**config.mk**
```make
export PLATFORM = sky130hd
export DESIGN_NAME = mem_port_arbiter
export DESIGN_NICKNAME = d
export VERILOG_FILES = /design/src/rtl/mem_port_arbiter_pkg.sv /design/src/rtl/mem_port_arbiter.sv
export SDC_FILE = /design/constraint.sdc
export NUM_CORES = 1
export LEC_CHECK = 0
export BUFFER_PORTS_ARGS = -buffer_cell sky130_fd_sc_hd__buf_2
export CORE_ASPECT_RATIO = 1.5
export CORE_UTILIZATION = 35
export DETAILED_ROUTE_END_ITERATION = 6
export PLACE_DENSITY = 0.75
export SETUP_SLACK_MARGIN = 0.15
export SKIP_LAST_GASP = 1
export SYNTH_ARGS = -nofsm -noshare
export SYNTH_HDL_FRONTEND = slang
export SYNTH_SLANG_ARGS = --single-unit
```
**constraint.sdc**
```tcl
create_clock -name clk -period 2.8 [get_ports clk]
set_input_delay 0.28 -clock clk [delete_from_list [all_inputs] [get_ports clk]]
set_output_delay 0.28 -clock clk [all_outputs]
set_load 0.1 [all_outputs]
```
**src/rtl/mem_port_arbiter_pkg.sv**
```systemverilog
// Shared types for the F/M memory port arbiter.
// State encodings and the issue-selection helper used by the top.
// No logic of its own.
package mem_port_arbiter_pkg;

  // Arbiter FSM states: one request phase and one wait phase per requester.
  typedef enum logic [2:0] {
    ARB_IDLE   = 3'd0,
    ARB_F_REQ  = 3'd1,
    ARB_F_WAIT = 3'd2,
    ARB_D_REQ  = 3'd3,
    ARB_D_WAIT = 3'd4
  } arb_state_e;

  // Which requester (if any) is granted the memory in an IDLE cycle.
  typedef enum logic [1:0] {
    ISSUE_NONE  = 2'd0,
    ISSUE_FETCH = 2'd1,
    ISSUE_DATA  = 2'd2
  } issue_e;

  // Data access always wins over fetch; the M stage is older in the pipe.
  function automatic issue_e pick_issue(input logic dm_pending,
                                        input logic fetch_pending);
    issue_e sel;
    if (dm_pending) begin
      sel = ISSUE_DATA;
    end else if (fetch_pending) begin
      sel = ISSUE_FETCH;
    end else begin
      sel = ISSUE_NONE;
    end
    return sel;
  endfunction

  // States in which the memory request line is asserted.
  function automatic logic is_req_state(input arb_state_e s);
    return (s == ARB_F_REQ) || (s == ARB_D_REQ);
  endfunction

  // States that belong to a fetch transaction (kill applies to these).
  function automatic logic is_fetch_state(input arb_state_e s);
    return (s == ARB_F_REQ) || (s == ARB_F_WAIT);
  endfunction

endpackage

```
**src/rtl/mem_port_arbiter.sv**
```systemverilog
// Shares one single-ported memory between instruction fetch and data access.
// Latency: issue cycle, ack cycle(s), rvalid cycle; result visible the cycle after rvalid.
// Backpressure: one transaction outstanding; requesters stall via stall_f/stall_m until served.
module mem_port_arbiter
  import mem_port_arbiter_pkg::*;
#(
  parameter int ADDR_W = 32,
  parameter int DATA_W = 32
) (
  input  logic                  clk,
  input  logic                  rst_n,
  // fetch side
  input  logic                  i_if_req,
  input  logic [ADDR_W-1:0]     i_if_addr,
  input  logic                  i_if_take,
  input  logic                  i_if_kill,
  output logic                  o_if_valid,
  output logic [DATA_W-1:0]     o_if_rdata,
  // data side
  input  logic                  i_dm_req,
  input  logic                  i_dm_we,
  input  logic [ADDR_W-1:0]     i_dm_addr,
  input  logic [DATA_W-1:0]     i_dm_wdata,
  input  logic [DATA_W/8-1:0]   i_dm_be,
  output logic                  o_dm_valid,
  output logic [DATA_W-1:0]     o_dm_rdata,
  // hazard unit
  output logic                  o_stall_f,
  output logic                  o_stall_m,
  // memory side
  output logic                  o_mem_req,
  output logic                  o_mem_we,
  output logic [ADDR_W-1:0]     o_mem_addr,
  output logic [DATA_W-1:0]     o_mem_wdata,
  output logic [DATA_W/8-1:0]   o_mem_be,
  input  logic                  i_mem_ack,
  input  logic                  i_mem_rvalid,
  input  logic [DATA_W-1:0]     i_mem_rdata
);

  localparam int BE_W = DATA_W / 8;

  arb_state_e          r_state;
  arb_state_e          w_state_nxt;
  issue_e              w_issue;

  logic                w_dm_pending;
  logic                w_f_pending;
  logic                w_f_rsp;
  logic                w_d_rsp;
  logic                w_f_done;
  logic                w_kill_hit;

  logic                r_mem_we;
  logic [ADDR_W-1:0]   r_mem_addr;
  logic [DATA_W-1:0]   r_mem_wdata;
  logic [BE_W-1:0]     r_mem_be;

  logic                r_if_valid;
  logic [DATA_W-1:0]   r_if_rdata;
  logic                r_dm_valid;
  logic [DATA_W-1:0]   r_dm_rdata;
  logic                r_kill_pending;

  // A data request is still owed service unless it is completing this very
  // cycle (dm_valid high means the M stage's current request is the one done).
  assign w_dm_pending = i_dm_req && !r_dm_valid;
  // A fetch is owed only if the buffer is empty and the PC is not being redirected.
  assign w_f_pending  = i_if_req && !r_if_valid && !i_if_kill;

  // State register.
  always_ff @(posedge clk or negedge rst_n) begin
    if (!rst_n) begin
      r_state <= ARB_IDLE;
    end else begin
      r_state <= w_state_nxt;
    end
  end

  // Next-state logic; the grant decision is only taken in IDLE.
  always_comb begin
    w_state_nxt = r_state;
    w_issue     = ISSUE_NONE;
    unique case (r_state)
      ARB_IDLE: begin
        w_issue = pick_issue(w_dm_pending, w_f_pending);
        if (w_issue == ISSUE_DATA) begin
          w_state_nxt = ARB_D_REQ;
        end else if (w_issue == ISSUE_FETCH) begin
          w_state_nxt = ARB_F_REQ;
        end
      end
      ARB_F_REQ:  if (i_mem_ack)    w_state_nxt = ARB_F_WAIT;
      ARB_F_WAIT: if (i_mem_rvalid) w_state_nxt = ARB_IDLE;
      ARB_D_REQ:  if (i_mem_ack)    w_state_nxt = ARB_D_WAIT;
      ARB_D_WAIT: if (i_mem_rvalid) w_state_nxt = ARB_IDLE;
      default:                      w_state_nxt = ARB_IDLE;
    endcase
  end

  // FSM outputs: request line and response qualification (rvalid outside a
  // wait state is not ours and is dropped here).
  always_comb begin
    o_mem_req = is_req_state(r_state);
    w_f_rsp   = 1'b0;
    w_d_rsp   = 1'b0;
    case (r_state)
      ARB_F_WAIT: w_f_rsp = i_mem_rvalid;
      ARB_D_WAIT: w_d_rsp = i_mem_rvalid;
      default: ;
    endcase
  end

  // A kill arriving together with the response also discards it.
  assign w_f_done   = w_f_rsp && !r_kill_pending && !i_if_kill;
  assign w_kill_hit = i_if_kill && is_fetch_state(r_state);

  // Request fields are captured at grant time so they stay stable until ack.
  always_ff @(posedge clk or negedge rst_n) begin
    if (!rst_n) begin
      r_mem_we    <= 1'b0;
      r_mem_addr  <= '0;
      r_mem_wdata <= '0;
      r_mem_be    <= '0;
    end else begin
      case (w_issue)
        ISSUE_DATA: begin
          r_mem_we    <= i_dm_we;
          r_mem_addr  <= i_dm_addr;
          r_mem_wdata <= i_dm_wdata;
          r_mem_be    <= i_dm_be;
        end
        ISSUE_FETCH: begin
          r_mem_we    <= 1'b0;
          r_mem_addr  <= i_if_addr;
          r_mem_wdata <= '0;
          r_mem_be    <= '1;
        end
        default: ;
      endcase
    end
  end

  // Remember that the in-flight fetch was killed; its response is thrown away.
  always_ff @(posedge clk or negedge rst_n) begin
    if (!rst_n) begin
      r_kill_pending <= 1'b0;
    end else if (w_f_rsp) begin
      r_kill_pending <= 1'b0;
    end else if (w_kill_hit) begin
      r_kill_pending <= 1'b1;
    end
  end

  // One-entry fetch buffer; a new word arriving beats a simultaneous take.
  always_ff @(posedge clk or negedge rst_n) begin
    if (!rst_n) begin
      r_if_valid <= 1'b0;
      r_if_rdata <= '0;
    end else if (w_f_done) begin
      r_if_valid <= 1'b1;
      r_if_rdata <= i_mem_rdata;
    end else if (i_if_take || i_if_kill) begin
      r_if_valid <= 1'b0;
    end
  end

  // Data completion: one-cycle pulse, read data held until the next completion.
  always_ff @(posedge clk or negedge rst_n) begin
    if (!rst_n) begin
      r_dm_valid <= 1'b0;
      r_dm_rdata <= '0;
    end else begin
      r_dm_valid <= w_d_rsp;
      if (w_d_rsp) begin
        r_dm_rdata <= i_mem_rdata;
      end
    end
  end

  assign o_mem_we    = r_mem_we;
  assign o_mem_addr  = r_mem_addr;
  assign o_mem_wdata = r_mem_wdata;
  assign o_mem_be    = r_mem_be;
  assign o_if_valid  = r_if_valid;
  assign o_if_rdata  = r_if_rdata;
  assign o_dm_valid  = r_dm_valid;
  assign o_dm_rdata  = r_dm_rdata;
  assign o_stall_f   = i_if_req && !r_if_valid;
  assign o_stall_m   = i_dm_req && !r_dm_valid;

  // Request fields must not move while the memory has not yet accepted them.
  property p_req_stable;
    @(posedge clk) disable iff (!rst_n)
      (o_mem_req && !i_mem_ack) |=>
        (o_mem_req && $stable(o_mem_addr) && $stable(o_mem_we) &&
         $stable(o_mem_wdata) && $stable(o_mem_be));
  endproperty
  a_req_stable: assert property (p_req_stable);

  // dm_valid is a single-cycle pulse.
  property p_dm_pulse;
    @(posedge clk) disable iff (!rst_n) o_dm_valid |=> !o_dm_valid;
  endproperty
  a_dm_pulse: assert property (p_dm_pulse);

endmodule

```
==> run_results.csv <==
group,metric,value,unit
synthesis,synth-main-ff-cell,"sky130_fd_sc_hd__dfrtp_1",
critical_path,endpoint_kind,"flip-flop",
clock_tree,clk_root_buffer_cell,"sky130_fd_sc_hd__clkbuf_16",
place,dp_hpwl,11.0,mm
synthesis,synth_seq_area_share,0.578,
critical_path,cp_max_fo,18,
place,worst_case_setup_slack_after_placement,0.604,ns
route,drtAntennaViolNets,0,
timing,final.setup.worst_slack,0.596,ns
timing,worst_clock_skew,0.0100,ns
critical_path,worstRegToRegCells,7,
global_routing,overflow,0,
worst_hold_path,path_class_of_the_lowest_slack_min_delay_path,"primary input to flip-flop",
clock_tree,number_of_clock_buffers_inserted_by_tritoncts,17,
global_routing,grt_pass1_wl,23.0,mm
synthesis,synth_top_area_cells,"sky130_fd_sc_hd__dfrtp_1 (58%), sky130_fd_sc_hd__mux2_4 (14%), sky130_fd_sc_hd__o21ai_0 (5.8%), sky130_fd_sc_hd__mux2i_1 (5.3%), sky130_fd_sc_hd__nand2_1 (4.6%)",
clock_tree,clock-sinks,139,
place,count_of_buffers_inserted_at_the_top_level_ports,278,
global_routing,grt_start_max_net_pins,67,
die,row_count,58,
timing,slew_violations,0,
synthesis,synth_fp_nets,617,
die,initial_utilization,0.359,
clock_tree,post-cts-setup-buffers,0,
critical_path,worst-endpoint-arrival,2.48,ns
die,die_height,163,µm
critical_path,timing.critical_path.from_type,"flip-flop",
critical_path,worst-endpoint-required,3.08,ns
worst_hold_path,min_path_cells,2,
finish,final_nets,890,
synthesis,synthDominantAreaCellType,"sky130_fd_sc_hd__dfrtp_1",
synthesis,synthCells,475,
clock_tree,clk_path_buf_depth,2,
synthesis,total_standard_cell_area_after_synthesis,6020,µm²
finish,num-fill-cells,1522,
route,wire_per_inst,15.6,µm
die,io_pins,279,
finish,finish.cell_count_without_fillers,970,
timing,max_slew.worst_pin.slew,0.880,ns
critical_path,worst-r2r-setup-slack,0.60,ns
timing,grt_setup_unrepaired,"no",
worst_hold_path,min_to,"o_dm_rdata[17]",
finish,area_growth_syn_to_layout,36.5,%
timing,finalWorstPathRequiredPeriod,2.20,ns
critical_path,reg2reg_from,"r_state[0]",
critical_path,reg2reg_to,"o_mem_addr[20]",
route,routed_wirelength,15.1,mm
clock_tree,clkLatencyLatePin,0.41,ns
timing,clock.fmax,454,MHz
timing,timing.final.setup_violations,0,
finish,diodes,0,
timing,timing_hold_violations_final,0,
global_routing,grt_pass1_vias,4412,
die,dieWidth,109,µm
synthesis,yosys_warnings,0,
route,drt-vias-per-instance,4.58,
timing,layout_worst_path_cycle_share,0.787,
clock_tree,clk_pin_slew_worst_setup_hold_paths,0.06,ns
route,drt_drc_violations_left,0,
synthesis,synth.ff_latch_count,139,
critical_path,worstSetupPathType,"flip-flop to flip-flop",
global_routing,grtUsageTotal,0.173,
route,drt_pass1_iterations,4,
die,coreArea,16800,µm²
job,drv_cap,0,
clock_tree,tritoncts,"yes",
worst_hold_path,min_from,"i_mem_rdata[17]",
finish,utilization,0.490,
timing,totalNegativeSetupSlack,0,ns
finish,drive_gt1_frac,0.512,
clock_tree,clock_tree.htree_level_count,4,
synthesis,async_reset_ff_frac,1.00,
synthesis,netlist-cell-type-count,29,
global_routing,number_of_antenna_violations_at_the_first_check_in_global_routing,1,
die,floorplan.die_area,17700,µm²
route,vias,4439,
synthesis,synth_top_area_share,0.578,
synthesis,synth_enable_flop_cells,0,
place,place.gp.congestion,0.792,
outcome,run_status,"completed",
route,drtIter0Drc,232,
timing,slew-limit-headroom,0.413,
synthesis,post_synth.cell_area_avg,12.7,µm²
place,placedCellCount,938,
[critical path: stages (launching register included)]
cell and delay, ns:
sky130_fd_sc_hd__dfrtp_1 0.49, sky130_fd_sc_hd__nor2_2 0.19, sky130_fd_sc_hd__nand2_1 0.07, sky130_fd_sc_hd__nor4_1 0.39, sky130_fd_sc_hd__ha_4 0.42, sky130_fd_sc_hd__buf_12 0.21
sky130_fd_sc_hd__mux2i_1 0.19, sky130_fd_sc_hd__o21ai_0 0.09
[what timing repair did]
item                                   CTS  global route
endpoints found under the hold margin   46             0
resized for setup                        0             0
hold buffers                             1             0
[sequential cells by signal, summed over array words and instances (netlist names)]
register        flops
o_mem_wdata        32
o_if_rdata         32
o_if_valid          1
o_mem_we            1
o_dm_rdata         32
o_mem_be            4
r_kill_pending      1
r_state             3
o_dm_valid          1
o_mem_addr         32
[cells in the mapped netlist (2+ instances only)]
cell type                  instances
sky130_fd_sc_hd__nand2b_1         33
sky130_fd_sc_hd__buf_2            10
sky130_fd_sc_hd__clkbuf_1         14
sky130_fd_sc_hd__o21a_1            2
sky130_fd_sc_hd__mux2i_1          32
sky130_fd_sc_hd__dfrtp_1         139
sky130_fd_sc_hd__mux2_4           58
sky130_fd_sc_hd__o21ai_0          70
sky130_fd_sc_hd__nor2b_1           3
sky130_fd_sc_hd__nand2_1          74
sky130_fd_sc_hd__a211oi_1          2
sky130_fd_sc_hd__buf_6             6
sky130_fd_sc_hd__a21oi_1           3
sky130_fd_sc_hd__mux2_2            6
sky130_fd_sc_hd__inv_1             2
sky130_fd_sc_hd__buf_12            3
sky130_fd_sc_hd__nor2_1            6
[area by class of cell]
type / count / area [µm²] / area share
Clock buffer: 21 / 460 / 0.0561
Clock inverter: 10 / 141 / 0.0172
Inverter: 2 / 7.51 / 0.000914
Multi-Input combinational cell: 301 / 2330 / 0.283
Sequential cell: 139 / 3480 / 0.424
Tap cell: 210 / 263 / 0.0320
Timing Repair Buffer: 287 / 1530 / 0.186
[layer usage]
metal,track usage,vias up,wire length (µm)
met3,0.0464,26,825
li1,-,2152,-
met4,0.0799,2,360
met1,0.213,2107,6190
met5,0,-,8
met2,0.278,152,7710
[cell families (layout without fill, tap and decap cells)]
kind of cell             after synthesis  after routing  synth area share
AND/OR/NAND/NOR                      125            125             0.102
flip-flops                           139            139             0.578
adder cells (fa/ha/maj)                1              1           0.00208
buffers and inverters                 35            320            0.0395
AO/OA/AOI/OAI                         78             78            0.0672
XOR/XNOR                               1              1           0.00146
multiplexers                          96             96             0.209
[cell usage in the layout, fill, tap and decap left out, types with 3 or more instances in the layout]
master,instances
sky130_fd_sc_hd__clkbuf_16,17
sky130_fd_sc_hd__nand2_1,74
sky130_fd_sc_hd__nor2b_4,3
sky130_fd_sc_hd__buf_4,3
sky130_fd_sc_hd__dfrtp_1,137
sky130_fd_sc_hd__bufinv_16,3
sky130_fd_sc_hd__nand2b_1,33
sky130_fd_sc_hd__buf_12,5
sky130_fd_sc_hd__nor2_1,6
sky130_fd_sc_hd__mux2_2,6
sky130_fd_sc_hd__buf_2,277
sky130_fd_sc_hd__a21oi_1,3
sky130_fd_sc_hd__o21ai_0,70
sky130_fd_sc_hd__mux2i_1,32
sky130_fd_sc_hd__mux2_4,58
[worst max-delay path by stage]
stage	start	end	cells past startpoint
floorplan	o_if_valid	o_mem_wdata[10]	9
global placement	r_state[0]	o_mem_addr[0]	7
detailed placement	r_state[0]	o_mem_addr[20]	7
CTS	r_state[0]	o_mem_addr[20]	7
global route	r_state[0]	o_mem_addr[18]	7
finish	r_state[0]	o_mem_addr[20]	7
[per-stage QoR]
stage / hold WS, ns / instance area [µm²]
after detailed placement: 0.244 / 7600
after floorplan: -0.0156 / 6030
final: 0.118 / 8210
after global placement: 0.240 / 7600
after CTS: 0.0892 / 8210
after global routing: 0.0911 / 8210
Power is left out: the tool's default activity adds up to more than one toggle a clock period on the data nets, which glitch-free logic cannot reach.
